## src/rtl/ws2812b_pkg.sv

```systemverilog
// ----------------------------------------------------------------------------
// ws2812b_pkg
// Shared definitions for the WS2812B transmitter and its matching receiver.
// Holds the encoder state enum, the default waveform timing (in 64 MHz clock
// cycles) and the receiver's decode threshold / idle time, so both ends of
// the link are derived from one place.
// No ports (package).
// ----------------------------------------------------------------------------
package ws2812b_pkg;

  typedef enum logic [1:0] {
    ST_IDLE  = 2'd0,
    ST_HIGH  = 2'd1,
    ST_LOW   = 2'd2,
    ST_LATCH = 2'd3
  } ws_state_e;

  localparam int unsigned CLK_HZ_DEF         = 64_000_000;
  localparam int unsigned T0H_CYCLES_DEF     = 26;    // ~0.41 us
  localparam int unsigned T1H_CYCLES_DEF     = 51;    // ~0.80 us
  localparam int unsigned BIT_CYCLES_DEF     = 80;    // 1.25 us
  localparam int unsigned RESET_CYCLES_DEF   = 4480;  // 70 us latch

  // Receiver side: high pulses longer than the threshold decode as '1', and
  // a low period longer than the idle time ends a frame.
  localparam int unsigned DEC_THRESHOLD_CYCLES = 38;
  localparam int unsigned DEC_IDLE_US          = 60;
  localparam int unsigned DEC_IDLE_CYCLES      = DEC_IDLE_US * (CLK_HZ_DEF / 1_000_000);

endpackage

```

## src/rtl/ws2812b_pixel_encoder_if.sv

```systemverilog
// ----------------------------------------------------------------------------
// ws2812b_pixel_encoder_if
// Pixel stream into the WS2812B encoder.
//   pixel_valid : source offers pixel_data
//   pixel_ready : encoder can take a pixel this cycle
//   pixel_data  : [23:16]=G, [15:8]=R, [7:0]=B
// Handshake: a transfer happens on every rising clock edge where both
// pixel_valid and pixel_ready are high; pixel_data is sampled only on that
// edge. While pixel_ready is low the source may change or drop pixel_valid
// and pixel_data freely; nothing is taken.
// ----------------------------------------------------------------------------
interface ws2812b_pixel_encoder_if;
  logic        pixel_valid;
  logic        pixel_ready;
  logic [23:0] pixel_data;

  modport master (output pixel_valid, output pixel_data, input pixel_ready);
  modport slave  (input pixel_valid, input pixel_data, output pixel_ready);
endinterface

```

## src/rtl/ws2812b_pixel_encoder.sv

```systemverilog
// ----------------------------------------------------------------------------
// ws2812b_pixel_encoder
// Serialises 24-bit GRB pixels MSB first onto a WS2812B NRZ line. Each bit is
// BIT_CYCLES long with a high time of T0H_CYCLES or T1H_CYCLES. Pixels that
// arrive on the last cycle of the previous pixel follow with no gap; after the
// last pixel the line is held low for RESET_CYCLES to latch the LED chain.
// Ports:
//   clk, rst_n  : clock, synchronous active-low reset
//   pix         : pixel stream (slave side of ws2812b_pixel_encoder_if)
//   dout        : registered serial output
//   busy        : high whenever the FSM is not IDLE
//   frame_done  : one-cycle pulse on the last latch cycle
//   dbg_state   : current FSM state
// ----------------------------------------------------------------------------
module ws2812b_pixel_encoder
  import ws2812b_pkg::*;
#(
  parameter int unsigned CLK_HZ       = CLK_HZ_DEF,
  parameter int unsigned T0H_CYCLES   = T0H_CYCLES_DEF,
  parameter int unsigned T1H_CYCLES   = T1H_CYCLES_DEF,
  parameter int unsigned BIT_CYCLES   = BIT_CYCLES_DEF,
  parameter int unsigned RESET_CYCLES = RESET_CYCLES_DEF
) (
  input  logic                    clk,
  input  logic                    rst_n,
  ws2812b_pixel_encoder_if.slave  pix,
  output logic                    dout,
  output logic                    busy,
  output logic                    frame_done,
  output ws_state_e               dbg_state
);

  if (!(T0H_CYCLES >= 1 && T0H_CYCLES < T1H_CYCLES && T1H_CYCLES < BIT_CYCLES)) begin : g_bad_timing
    $error("ws2812b_pixel_encoder: need 1 <= T0H_CYCLES < T1H_CYCLES < BIT_CYCLES");
  end
  if (CLK_HZ == 0 || RESET_CYCLES == 0) begin : g_bad_clk
    $error("ws2812b_pixel_encoder: CLK_HZ and RESET_CYCLES must be non-zero");
  end

  // One down-counter serves every phase; it is loaded with (length - 1) on
  // entry and the phase ends on the cycle it reads zero.
  localparam int unsigned CW = $clog2(RESET_CYCLES + 1);
  typedef logic [CW-1:0] cnt_t;

  localparam cnt_t T0H_M1 = cnt_t'(T0H_CYCLES - 1);
  localparam cnt_t T1H_M1 = cnt_t'(T1H_CYCLES - 1);
  localparam cnt_t T0L_M1 = cnt_t'(BIT_CYCLES - T0H_CYCLES - 1);
  localparam cnt_t T1L_M1 = cnt_t'(BIT_CYCLES - T1H_CYCLES - 1);
  localparam cnt_t RST_M1 = cnt_t'(RESET_CYCLES - 1);

  ws_state_e   state_q, state_d;
  cnt_t        cnt_q, cnt_d;
  logic [4:0]  idx_q, idx_d;
  logic [23:0] shift_q, shift_d;
  logic        dout_q, dout_d;

  logic last_cycle;
  logic ready_c;
  logic take;

  assign last_cycle = (cnt_q == '0);
  // Ready in IDLE, and on the final LOW cycle of bit 0 so the next pixel can
  // chain on without a gap.
  assign ready_c = (state_q == ST_IDLE) ||
                   (state_q == ST_LOW && last_cycle && idx_q == 5'd0);
  assign take    = ready_c & pix.pixel_valid;

  always_comb begin
    state_d = state_q;
    cnt_d   = cnt_q;
    idx_d   = idx_q;
    shift_d = shift_q;
    if (take) begin
      state_d = ST_HIGH;
      shift_d = pix.pixel_data;
      idx_d   = 5'd23;
      cnt_d   = pix.pixel_data[23] ? T1H_M1 : T0H_M1;
    end else begin
      case (state_q)
        ST_HIGH: begin
          if (last_cycle) begin
            state_d = ST_LOW;
            cnt_d   = shift_q[23] ? T1L_M1 : T0L_M1;
          end else begin
            cnt_d = cnt_q - 1'b1;
          end
        end
        ST_LOW: begin
          if (!last_cycle) begin
            cnt_d = cnt_q - 1'b1;
          end else if (idx_q != 5'd0) begin
            // Bit 22 becomes the new MSB, so it selects the next high time.
            shift_d = {shift_q[22:0], 1'b0};
            idx_d   = idx_q - 5'd1;
            state_d = ST_HIGH;
            cnt_d   = shift_q[22] ? T1H_M1 : T0H_M1;
          end else begin
            state_d = ST_LATCH;
            cnt_d   = RST_M1;
          end
        end
        ST_LATCH: begin
          if (last_cycle) begin
            state_d = ST_IDLE;
          end else begin
            cnt_d = cnt_q - 1'b1;
          end
        end
        default: ;
      endcase
    end
    // Registering the next-state decode keeps dout aligned with state_q.
    dout_d = (state_d == ST_HIGH);
  end

  always_ff @(posedge clk) begin
    if (!rst_n) begin
      state_q <= ST_IDLE;
      cnt_q   <= '0;
      idx_q   <= 5'd0;
      shift_q <= 24'd0;
      dout_q  <= 1'b0;
    end else begin
      state_q <= state_d;
      cnt_q   <= cnt_d;
      idx_q   <= idx_d;
      shift_q <= shift_d;
      dout_q  <= dout_d;
    end
  end

  assign pix.pixel_ready = ready_c & rst_n;
  assign dout            = dout_q;
  assign busy            = (state_q != ST_IDLE);
  assign frame_done      = (state_q == ST_LATCH) && last_cycle;
  assign dbg_state       = state_q;

endmodule
```

## src/flat_wrapper.sv

```systemverilog
// flat-port wrapper written by rule: the top's interface ports become plain ports
module ws2812b_pixel_encoder_flat import ws2812b_pkg::*;
#(
  parameter int unsigned CLK_HZ       = CLK_HZ_DEF,
  parameter int unsigned T0H_CYCLES   = T0H_CYCLES_DEF,
  parameter int unsigned T1H_CYCLES   = T1H_CYCLES_DEF,
  parameter int unsigned BIT_CYCLES   = BIT_CYCLES_DEF,
  parameter int unsigned RESET_CYCLES = RESET_CYCLES_DEF
)
  (clk, rst_n, dout, busy, frame_done, dbg_state, pix_pixel_valid, pix_pixel_data, pix_pixel_ready);
  ws2812b_pixel_encoder_if pix_i ();
  input  logic clk;
  input  logic rst_n;
  output logic dout;
  output logic busy;
  output logic frame_done;
  output ws_state_e dbg_state;
  input wire logic [$bits(pix_i.pixel_valid)-1:0] pix_pixel_valid;
  input wire logic [$bits(pix_i.pixel_data)-1:0] pix_pixel_data;
  output wire logic [$bits(pix_i.pixel_ready)-1:0] pix_pixel_ready;
  assign pix_i.pixel_valid = pix_pixel_valid;
  assign pix_i.pixel_data = pix_pixel_data;
  assign pix_pixel_ready = pix_i.pixel_ready;
  ws2812b_pixel_encoder #(.CLK_HZ(CLK_HZ), .T0H_CYCLES(T0H_CYCLES), .T1H_CYCLES(T1H_CYCLES), .BIT_CYCLES(BIT_CYCLES), .RESET_CYCLES(RESET_CYCLES)) u_core (.clk(clk), .rst_n(rst_n), .pix(pix_i), .dout(dout), .busy(busy), .frame_done(frame_done), .dbg_state(dbg_state));
endmodule
```

## config.mk

```make
export PLATFORM = sky130hd
export DESIGN_NAME = ws2812b_pixel_encoder_flat
export DESIGN_NICKNAME = d
export VERILOG_FILES = /design/src/rtl/ws2812b_pkg.sv /design/src/rtl/ws2812b_pixel_encoder_if.sv /design/src/rtl/ws2812b_pixel_encoder.sv /design/src/flat_wrapper.sv
export SDC_FILE = /design/constraint.sdc
export NUM_CORES = 1
export LEC_CHECK = 0
export BUFFER_PORTS_ARGS = -buffer_cell sky130_fd_sc_hd__buf_2
export CELL_PAD_IN_SITES_DETAIL_PLACEMENT = 1
export CELL_PAD_IN_SITES_GLOBAL_PLACEMENT = 1
export CORE_MARGIN = 2
export CORE_UTILIZATION = 33
export CTS_BUF_LIST = sky130_fd_sc_hd__clkbuf_2 sky130_fd_sc_hd__clkbuf_4 sky130_fd_sc_hd__clkbuf_8
export DETAILED_ROUTE_END_ITERATION = 7
export PLACE_DENSITY_LB_ADDON = 0.1
export SYNTH_ARGS = -nofsm -noshare
export SYNTH_HDL_FRONTEND = slang
export SYNTH_SLANG_ARGS = --single-unit
```

## constraint.sdc

```tcl
create_clock -name clk -period 2.7 [get_ports clk]
set_input_delay 0.135 -clock clk [delete_from_list [all_inputs] [get_ports clk]]
set_output_delay 0.135 -clock clk [all_outputs]
set_load 0.1 [all_outputs]
```

==> impl_metrics.json <==
{
  "finalWirelength_mm": 6.393,
  "drtPass1Iterations": 4,
  "synth.distinct_cells": 55,
  "reg2reg_slack_ns": 0.16,
  "hold_slack_ns": 0.07544,
  "finalPower_uw": 3010,
  "clock-sinks": 45,
  "relSlewSlack_pct": 43.70,
  "grt.total_usage_pct": 17.51,
  "grt_pass1_wl_mm": 10.74,
  "yosysSeqAreaShare_pct": 37.83,
  "gr-total-overflow": 0,
  "tightestPinTransition_ns": 0.8406,
  "path_class": "register to register",
  "h-tree-depth": 2,
  "synth.ff_latch_count": 45,
  "syn-mean-instance-area_um2": 8.443,
  "synthTopCellsByArea": "dfxtp_1, mux2i_1, a21oi_1",
  "fill_cells": 880,
  "p_leak_uw": 0.001052,
  "fin_crit_sh_pct": 94.01,
  "fp.dieW_um": 88.94,
  "antennaDiodeCount": 0,
  "drt_iter0_drc": 64,
  "fmax_mhz": 394.0,
  "dp_hpwl_mm": 4.557,
  "dieArea_mm2": 0.007910,
  "cts_hold_buf": 0,
  "setup_viol": 0,
  "cap_violations": 0,
  "synth_largest_area_cell": "dfxtp_1",
  "final_core_util_pct": 40.47,
  "min_path_type": "input port to register",
  "required_ns": 2.95,
  "via_per_inst": 5.334,
  "synth-async-reset-ratio_pct": 0,
  "core_area_mm2": 0.006907,
  "gp_congestion": 0.8209,
  "power.density_mw_per_mm2": 1077,
  "worst_setup_path_end_kind": "register",
  "ir_worst_vdd_mv": 0.3111,
  "final_area_mm2": 0.002795,
  "status": "finished, final reports clean",
  "crit_arrival_ns": 2.79,
  "post_dp_cell_area_mm2": 0.002676,
  "start_kind": "register",
  "hold_path.startpoint": "pix_pixel_data[18]",
  "num_rows": 30,
  "path_clk_slew_ns": 0.10,
  "path_buf_inv": 1,
  "wl_per_cell_um": 15.59,
  "crit_family": "simple AND/OR/NAND/NOR gates",
  "min_path_cells": 3,
  "slew_violations": 0,
  "num_vias": 2187,
  "period_minus_slack_ns": 2.538,
  "yosys.area.top_type_share_pct": 37.83,
  "cts_tree": "yes",
  "syn_area_mm2": 0.002381,
  "die_h_um": 88.94,
  "drcViolationCount": 0,
  "rr_worst_depth": 6,
  "fin_nets": 344,
  "slowest_stage": "or4_1",
  "synth-edff-count": 0,
  "drive_above_1_share_pct": 20.06,
  "synth_commonest_cells": "dfxtp_1, a21oi_1, o21ai_0",
  "yosysWarnings": 0,
  "ys.flop_type": "dfxtp_1",
  "numCtsBuffers": 5,
  "io_buffers": 32,
  "cp_slowest_stage_delay_ns": 0.71,
  "syn2layout_area_growth_pct": 17.39,
  "finClkSkew_ns": 0.01044,
  "yosysMostFrequentCell": "dfxtp_1",
  "reg2reg_from": "u_core.cnt_q[8]",
  "setup_tns_ns": 0,
  "hold_viol": 0,
  "syn_nets": 312,
  "first_global_vias": 2152,
  "rsz0062_at_grt": "false",
  "io_pins": 33,
  "holdPathEnd": "u_core.shift_q[18]",
  "critPathLaunch": "u_core.cnt_q[8]",
  "start_util_pct": 34.47,
  "clockBufferDepth": 2,
  "crit_path_max_fanout": 45,
  "clockRootBuffer": "clkbuf_8",
  "antenna_found_initial": 0,
  "clkLatencyLatePin_ns": 0.30,
  "crit_path_cell_trace": "or4_1 > o41a_1 > or2_1 > buf_12 > o22ai_1 > a32o_1",
  "grt_max_degree": 46,
  "ant_nets": 0,
  "timing.rr.end": "u_core.cnt_q[0]",
  "synthCells": 282
}
per-layer routing:
metal	global-route usage, %	up-vias	share of wire, %
li1	-	1104	-
met1	23.22	1038	48
met2	29.17	40	48
met3	3.324	5	3.5
met4	5.020	0	0.81
met5	0	-	0
worst min-delay path: cells and delay by family:
kind,cells,cell delay (ns)
and+or+nand+nor,1,0.05
AOI/OAI and AO/OA,1,0.05
buffers and inverters,1,0.10
layout make-up:
| cell class | count | area (um2) | area share, % |
|---|---|---|---|
| tap | 96 | 120.1 | 4.297 |
| clock inverter | 2 | 38.79 | 1.388 |
| multi-input combinational | 210 | 1351 | 48.34 |
| inverter | 6 | 22.52 | 0.8057 |
| clock buffer | 5 | 68.82 | 2.462 |
| timing repair buffer | 46 | 292.8 | 10.47 |
| sequential | 45 | 900.9 | 32.23 |
per-stage QoR:
step,instances,setup slack [ns]
after CTS,410,0.05127
after floorplan,282,-0.1598
final,410,0.1618
after global routing,410,0.007563
after detailed placement,403,0.09801
after global placement,403,0.1303
cells by family after synthesis:
group	Yosys count	share of synthesized area, %
muxes	21	8.828
DFF	45	37.83
buffers and inverters	27	6.095
and+or+nand+nor	83	18.34
adders and majority gates	3	1.577
xor gates and xnor gates	5	1.839
AOI/OAI and AO/OA	98	25.49
where the power goes:
group	switching (uW)	total, uW	internal, uW
clock	248	523	275
sequential	153	983	830
combinational	939	1500	565
sequential cells by signal (all words and copies together) (netlist names):
register	flops
u_core.cnt_q	13
u_core.shift_q	24
u_core.dbg_state	2
u_core.dout	1
u_core.idx_q	5
how the worst max path moves through the flow:
stage	endpoint	cells after the start	slack [ns]
2_1_floorplan	pix_pixel_ready	6	-0.16
3_3_place_gp	u_core.cnt_q[2]	7	0.13
3_5_place_dp	u_core.cnt_q[2]	7	0.1
4_1_cts	frame_done	7	0.05
5_1_grt	u_core.shift_q[17]	6	0.008
6_report	u_core.cnt_q[0]	6	0.16
repair_timing:
action / 4_1_cts / 5_1_grt
setup endpoints to repair: 0 / 17
setup buffers: 0 / 0
resized for setup: 0 / 3
layout by cell type, fill, tap and decap left out, types with 3 or more instances in the layout:
cell / n
dfxtp_1: 45
a21oi_1: 34
buf_2: 31
o21ai_0: 29
mux2i_1: 21
nor2_1: 19
nand2_1: 17
buf_4: 12
nor4_1: 8
nand3_1: 7
inv_1: 6
nand2b_1: 5
nor3_1: 5
a31oi_1: 5
clkbuf_8: 5
xor2_1: 4
ha_1: 3
Note: power is estimated with default switching activity, not from simulation.
